## config.mk

```make
export PLATFORM = sky130hd
export DESIGN_NAME = mem_access_unit
export DESIGN_NICKNAME = d
export VERILOG_FILES = /design/src/rtl/mem_access_unit.sv
export SDC_FILE = /design/constraint.sdc
export NUM_CORES = 1
export LEC_CHECK = 0
export BUFFER_PORTS_ARGS = -buffer_cell sky130_fd_sc_hd__buf_2
export CAP_MARGIN = 10
export CORE_ASPECT_RATIO = 1.1
export CORE_MARGIN = 4
export CORE_UTILIZATION = 33
export CTS_CLUSTER_DIAMETER = 50
export DETAILED_ROUTE_END_ITERATION = 12
export PLACE_DENSITY_LB_ADDON = 0.1
export SYNTH_ARGS = -nofsm -noshare
export SYNTH_HDL_FRONTEND = slang
export SYNTH_HIERARCHICAL = 1
export SYNTH_SLANG_ARGS = --single-unit
```

## constraint.sdc

```tcl
create_clock -name clk -period 1.4 [get_ports clk]
set_input_delay 0.21 -clock clk [delete_from_list [all_inputs] [get_ports clk]]
set_output_delay 0.21 -clock clk [all_outputs]
set_load 0.05 [all_outputs]
```

## src/rtl/mem_access_unit.sv

```systemverilog
// Load/store unit: sizes and aligns CPU accesses onto a req/ack word bus,
// stalls the CPU while a request is outstanding and flags bus timeouts.

module mem_lane #(
  parameter int LANE = 0
) (
  input  logic [1:0]  size,
  input  logic [1:0]  addr_lo,
  input  logic [31:0] wdata,
  output logic        be,
  output logic [7:0]  wbyte
);
  localparam logic [1:0] L = LANE[1:0];

  always_comb begin
    be    = 1'b1;
    wbyte = wdata[8*LANE +: 8];
    case (size)
      2'b00: begin
        be    = (addr_lo == L);
        wbyte = wdata[7:0];
      end
      2'b01: begin
        be    = (addr_lo[1] == L[1]);
        wbyte = L[0] ? wdata[15:8] : wdata[7:0];
      end
      default: ;
    endcase
  end
endmodule

module mem_access_unit #(
  parameter int TIMEOUT   = 255,
  parameter int TIMEOUT_W = 8
) (
  input  logic        clk,
  input  logic        rst,
  input  logic        cpu_en,
  input  logic        mem_r,
  input  logic        mem_w,
  input  logic [1:0]  mem_size,
  input  logic        mem_sign,
  input  logic [31:0] addr,
  input  logic [31:0] wdata,
  output logic [31:0] rdata,
  output logic        stall,
  output logic        misalign,
  output logic        bus_req,
  output logic        bus_we,
  output logic [31:0] bus_addr,
  output logic [31:0] bus_wdata,
  output logic [3:0]  bus_be,
  input  logic [31:0] bus_rdata,
  input  logic        bus_ack,
  output logic        bus_err
);
  localparam int NUM_LANES = 4;
  localparam logic [TIMEOUT_W-1:0] CNT_LAST = TIMEOUT_W'(TIMEOUT - 1);

  typedef enum logic [1:0] {IDLE, REQ, DONE, ERR} state_t;

  // What the load path needs to remember about the accepted access
  typedef struct packed {
    logic       we;
    logic [1:0] size;
    logic       sign;
    logic [1:0] lo;
  } req_t;

  state_t                           state, state_n;
  req_t                             req_q;
  logic [TIMEOUT_W-1:0]             cnt;
  logic [NUM_LANES-1:0]             be_c;
  logic [NUM_LANES-1:0][7:0]        wd_c;
  logic                             valid, mis, accept;
  logic [7:0]                       ld_b;
  logic [15:0]                      ld_h;
  logic [31:0]                      ld_val;

  genvar i;
  generate
    for (i = 0; i < NUM_LANES; i++) begin : g_lane
      mem_lane #(.LANE(i)) u_lane (
        .size    (mem_size),
        .addr_lo (addr[1:0]),
        .wdata   (wdata),
        .be      (be_c[i]),
        .wbyte   (wd_c[i])
      );
    end
  endgenerate

  assign valid  = cpu_en & (mem_r | mem_w);
  assign mis    = ((mem_size == 2'b01) & addr[0]) | (mem_size[1] & (|addr[1:0]));
  assign accept = (state == IDLE) & valid & ~mis;

  always_comb begin
    state_n  = state;
    stall    = 1'b0;
    misalign = 1'b0;
    case (state)
      IDLE: if (valid) begin
        if (mis) misalign = 1'b1;
        else begin
          stall   = 1'b1;
          state_n = REQ;
        end
      end
      REQ: begin
        stall = 1'b1;
        // ack beats a coincident timeout
        if (bus_ack)              state_n = DONE;
        else if (cnt == CNT_LAST) state_n = ERR;
      end
      DONE: state_n = IDLE;
      ERR:  stall   = 1'b1;
      default: state_n = IDLE;
    endcase
  end

  always_comb begin
    ld_b   = bus_rdata[8*req_q.lo +: 8];
    ld_h   = bus_rdata[16*req_q.lo[1] +: 16];
    ld_val = bus_rdata;
    case (req_q.size)
      2'b00:   ld_val = {{24{req_q.sign & ld_b[7]}}, ld_b};
      2'b01:   ld_val = {{16{req_q.sign & ld_h[15]}}, ld_h};
      default: ;
    endcase
  end

  always_ff @(posedge clk) begin
    if (rst) begin
      state     <= IDLE;
      cnt       <= '0;
      req_q     <= '0;
      rdata     <= '0;
      bus_req   <= 1'b0;
      bus_we    <= 1'b0;
      bus_addr  <= '0;
      bus_wdata <= '0;
      bus_be    <= '0;
      bus_err   <= 1'b0;
    end else begin
      state   <= state_n;
      bus_req <= (state_n == REQ);
      bus_err <= (state_n == ERR);
      if (accept) begin
        cnt       <= '0;
        req_q     <= '{we: mem_w, size: mem_size, sign: mem_sign, lo: addr[1:0]};
        bus_we    <= mem_w;
        bus_addr  <= {addr[31:2], 2'b00};
        bus_be    <= be_c;
        bus_wdata <= wd_c;
      end
      if (state == REQ) begin
        cnt <= cnt + 1'b1;
        if (bus_ack && !req_q.we) rdata <= ld_val;
      end
    end
  end
endmodule

```

* Yosys cells after proc, flatten, opt, wreduce, memory -nomap -nowiden
Index checks and enable logic that the tools add are counted.
** Storage, ports and cells
- Register bits after elaboration :: 116
- Output and inout port bits :: 105
- Logic and storage cells :: 69
- Bits of input ports :: 105
** Cells by class
- Reductions and logical operators :: 11
- Multiplexer cells :: 21
- Add/subtract/negate cells :: 1
- Bitwise gates (word level) :: 11
- Eq/ne operators :: 11
- Shifts and indexed selects :: 2
** Operator list (number)
- 32-bit case mux with 2 select lines :: 1
- 8-bit 2-to-1 mux :: 4
- 32-bit by 6-bit variable part select with 16-bit output :: 1
- 32-bit by 6-bit variable part select with 8-bit output :: 1
- 8-bit case mux with 2 select lines :: 1
- 2-bit by 1-bit equality test with 1-bit output, second input constant :: 5
- 2-bit equality test, second input constant :: 5
- 1-bit case mux with 2 select lines :: 5
- 8-bit by 1-bit adder with 8-bit output, second input constant :: 1
- 8-bit equality test, second input constant :: 1
- 2-bit logical NOT :: 4
- 2-bit 2-to-1 mux :: 4
- 1-bit bitwise AND :: 7
- 2-bit case mux with 3 select lines :: 1
- 2-bit OR reduction :: 3
- 1-bit 2-to-1 mux :: 5
- 1-bit NOT :: 2
- 1-bit OR :: 2
- 2-bit AND reduction :: 1
- 2-bit nonzero test :: 1
- 1-bit logical AND :: 1
- 1-bit logical NOT :: 1

* Logic depth before layout (Yosys ltp)
- Word-level depth :: 7
- Mapped depth :: 6
- Mapped depth without buffers :: 6

* Hierarchy
The synthesis kept the hierarchy.
** Modules (own cells, without submodules)
- mem_access_unit :: sequential area each 2322.2 µm², cells each 608, instances 1, area each 5036.1 µm²
- mem_lane (g_lane[3].u_lane) :: sequential area each 0.0 µm², cells each 28, instances 1, area each 183.9 µm²
- mem_lane (g_lane[2].u_lane) :: sequential area each 0.0 µm², cells each 11, instances 1, area each 146.4 µm²
- mem_lane (g_lane[1].u_lane) :: sequential area each 0.0 µm², cells each 11, instances 1, area each 112.6 µm²
- mem_lane (g_lane[0].u_lane) :: sequential area each 0.0 µm², cells each 10, instances 1, area each 73.8 µm²

* Worst setup path after synthesis
Ideal clock, no wire load.
- Kind :: register to output
- Start point :: reg state[0]
- End point :: out misalign
- Path buffers :: 2
- Data arrival time :: 1.608 ns
- Data required time :: 1.190 ns
- Path slack :: -0.418 ns
- Stages on the path, launching flop included :: 6
- Cell sequence :: dfxtp_1 -> nor2_1 -> o211ai_2 -> buf_4 -> buf_2 -> nor2_1
** On the way
- Word-level cells in the longest chain between the ends :: 2
** Ends and longest elaborated chain
- start, declared :: line 70 : state_t state, state_n;
- start signal, assigned :: line 145 : state <= state_n;
- 2-bit logical NOT :: line 101 : case (state)
- 1-bit 2-to-1 mux :: line 101
- end, declared :: line 47 : output logic misalign,
No other way between the ends.

* Worst setup path in the final report
- Start point :: reg state[1]
- End point :: out misalign
The elaborated chain is that of the path after synthesis.

==> impl_metrics.ini <==
[yosys]
ys_seq_area_share_pct = 41.8
yosys.area.top_type = dfxtp_1
synth-seq-cells = 116
syn_area_um2 = 5550
synth_edf_count = 0
synth-main-ff-cell = dfxtp_1
yosysWarnings = 6
syn_inst = 668
async_reset_ff_share_pct = 0
syn_area_per_cell_um2 = 8.31
synth.distinct_cells = 53
synthTopCellsByArea = dfxtp_1 42%, o21ai_0 9.0%, a21oi_1 8.5%
yosysTopAreaCellShare_pct = 41.8

[floorplanning]
die_area_um2 = 19000
die_y_um = 144
io-pin-count = 210
die_w_um = 132
std_cell_rows = 49
start_util_pct = 33.8
fp.coreArea_um2 = 16400

[power]
cellLeakagePower_nw = 3.43
power_frac_seq_pct = 35.2
swShare_pct = 29.9
powerDensity_nw_per_um2 = 1250
vdd_drop_max_mv = 0.867
pwr-share-clk_pct = 44.2
pwr-share-comb_pct = 20.6
p_sw_w = 0.00300
finalPower_w = 0.0100
p_int_w = 0.00703

[critical_path]
cpLargestDelayFamily = flip-flops
cpMostUsedCell = nor2_4
r2r_cells = 6
worstPathRequired_ps = 1190
cp_max_fo = 5
worst_path_max_delay_cell = dfxtp_4
path_cells = nor2_4 > o211ai_4 > nor2_4 > buf_8
critPathLaunchType = register
cp_slowest_stage_delay_ps = 360
cp_num_buf_inv = 1
cp.depth = 4
cp-end-kind = primary output
critical_path_arrival_ps = 1380
r2r_slack_ps = -130
path_class = reg -> out

[detailed_routing]
dr_total_vias = 5871
wl_met2_mm = 9.63
antenna_left = 0
post-route-drc-count = 0
dr_wl_met3_mm = 1.65
top_layer = met4
drt_iter0_drc = 311
drt_pre_antenna_iters = 5
viasPerCell = 5.29
wl_met1_mm = 8.11
wire_per_inst_um = 17.7
postRouteWirelength_mm = 19.6

[sta]
hold_violations = 0
drv_slew = 0
clock.fmax_mhz = 627
min_period_over_period_pct = 114
setup_viol = 73
min_period_ps = 1590
rsz0062_at_grt = true
setup_ws_ps = -194
clock_skew_ps = 6.35

[final_layout]
antenna_cells = 0
drive_gt1_share_pct = 41.4
nFillCells = 1635
nNetsFinal = 999
fin_cells = 1109
areaGrowthSynthToFinish_pct = 44.0

[grt]
overflow = 0
grt_first_pass_wirelength_mm = 30.5
grt_pass1_vias = 5876
antenna_found_initial = 0
track_usage_pct = 20.1
grt_max_degree = 64

[place]
finalWeightedCongestion = 0.881
dp.cells = 1062
io_buffers = 207
dp_hpwl_mm = 13.4

[status]
status = finished, violations left
violations = setup timing

[clocking]
cts-htree-levels = 4
cts_buffer_depth = 2
numCtsBuffers = 17
cts_root_buf = clkbuf_16
clk_pin_slew_worst_paths_ps = 60
clock_latency_ps = 420
cts_tree = built
cts.sinks = 116

[min_path]
min_path_type = in -> reg
min_path_cells = 3

[flow_run]
drv_cap = 0
-- flip-flops by register name (all words and copies together) (netlist names) --
signal / flops
cnt: 8
bus_req: 1
bus_wdata: 32
bus_be: 4
rdata: 32
bus_err: 1
bus_addr: 30
state: 2
req_q: 6
-- worst register-to-register path, delay by kind of cell (launching register included) --
family          cells  cell delay [ps]
compound gates      2              320
buf+inv             2              520
simple gates        2              260
flops               1              360
-- what timing repair did --
| item | 4_1_cts | 5_1_grt |
|---|---|---|
| pin swaps | 6 | 6 |
| gates resized for setup | 33 | 24 |
| hold buffers | 0 | 0 |
| gates cloned | 4 | 1 |
| endpoints found under the setup margin | 99 | 114 |
| buffers inserted | 9 | 1 |
-- synthesized netlist by cell type (4+ instances only) --
cell,number
a21oi_1,94
mux2i_1,13
a31oi_1,8
o221a_2,7
clkbuf_2,6
o21ai_1,10
nand3b_1,7
buf_4,14
nand2_1,50
dfxtp_1,116
nor2_1,21
mux2_4,8
buf_6,6
inv_1,4
nor3_1,10
a211oi_1,8
nand2b_1,6
mux2_2,15
clkbuf_1,27
o21ai_0,100
buf_2,22
nor2b_1,4
nand3_1,76
-- final cells by class --
type                            count  area (µm²)  share of cell area, %
Inverter                            4        15.0                  0.188
Tap cell                          204         255                   3.19
Multi-Input combinational cell    475        2920                   36.5
Clock buffer                       19         443                   5.54
Timing Repair Buffer              278        1870                   23.4
Clock inverter                     13         156                   1.96
Sequential cell                   116        2340                   29.2
-- per-layer routing --
| metal | GRT usage [%] | vias up |
|---|---|---|
| li1 | - | 2856 |
| met1 | 23.9 | 2783 |
| met2 | 34.3 | 215 |
| met3 | 7.41 | 17 |
| met4 | 5.86 | 0 |
| met5 | 0 | - |
-- layout by cell type (no fill, tap or decap), drive strengths merged, types with 2 or more instances in the layout --
master / n
nand3b: 7
a21o: 3
nand2b: 7
a211oi: 8
a31oi: 9
nand3: 76
clkinvlp: 3
nor3: 10
buf: 275
nand2: 50
nand4: 2
dfxtp: 116
clkinv: 5
ha: 2
o31ai: 3
inv: 6
nor2b: 4
o21ai: 111
mux2i: 13
a21oi: 94
bufinv: 3
bufbuf: 2
o21a: 2
conb: 2
nor2: 22
o21bai: 2
o221a: 7
clkbuf: 20
mux2: 23
o211ai: 4
-- per-stage QoR --
step | util, % | setup WS (ps) | setup TNS [ps] | hold WS [ps] | cell area [µm²]
final | 48.7 | -194 | -5050 | 38.8 | 8000
after global routing | 48.7 | -243 | -11330 | 41.2 | 8000
after CTS | 48.3 | -218 | -3850 | 22.8 | 7930
after detailed placement | 42.9 | -196 | -9850 | 466 | 7050
after global placement | 42.9 | -146 | -6290 | 460 | 7050
after floorplan | - | 0.624 | 0 | 347 | 5580
-- power by group through the flow --
stage	clock, W	sequential, W	combinational, W
final	0.00443	0.00354	0.00206
after global placement	0	0.00360	0.00187
after global routing	0.00468	0.00355	0.00221
after CTS	0.00453	0.00354	0.00205
after detailed placement	0	0.00361	0.00189
after floorplan	0	0.00408	0.000749
-- final timing paths --
check	start	endpoint
setup / recovery	state[1]	misalign
hold reg to reg	bus_addr[10]	bus_addr[10]
setup reg to reg	state[1]	bus_addr[6]
hold / removal	addr[9]	bus_addr[9]
-- cell families (layout without fill, tap and decap cells) --
kind of cell	after synthesis	count (layout)	share of synthesized area, %
other cells	1	2	0.0675
flops	116	116	41.8
compound gates	250	251	25.9
fa+ha+maj	2	2	0.451
simple gates	183	183	16.1
buf+inv	79	314	7.73
mux	37	37	7.95
Power figures use the tool's default switching activity.
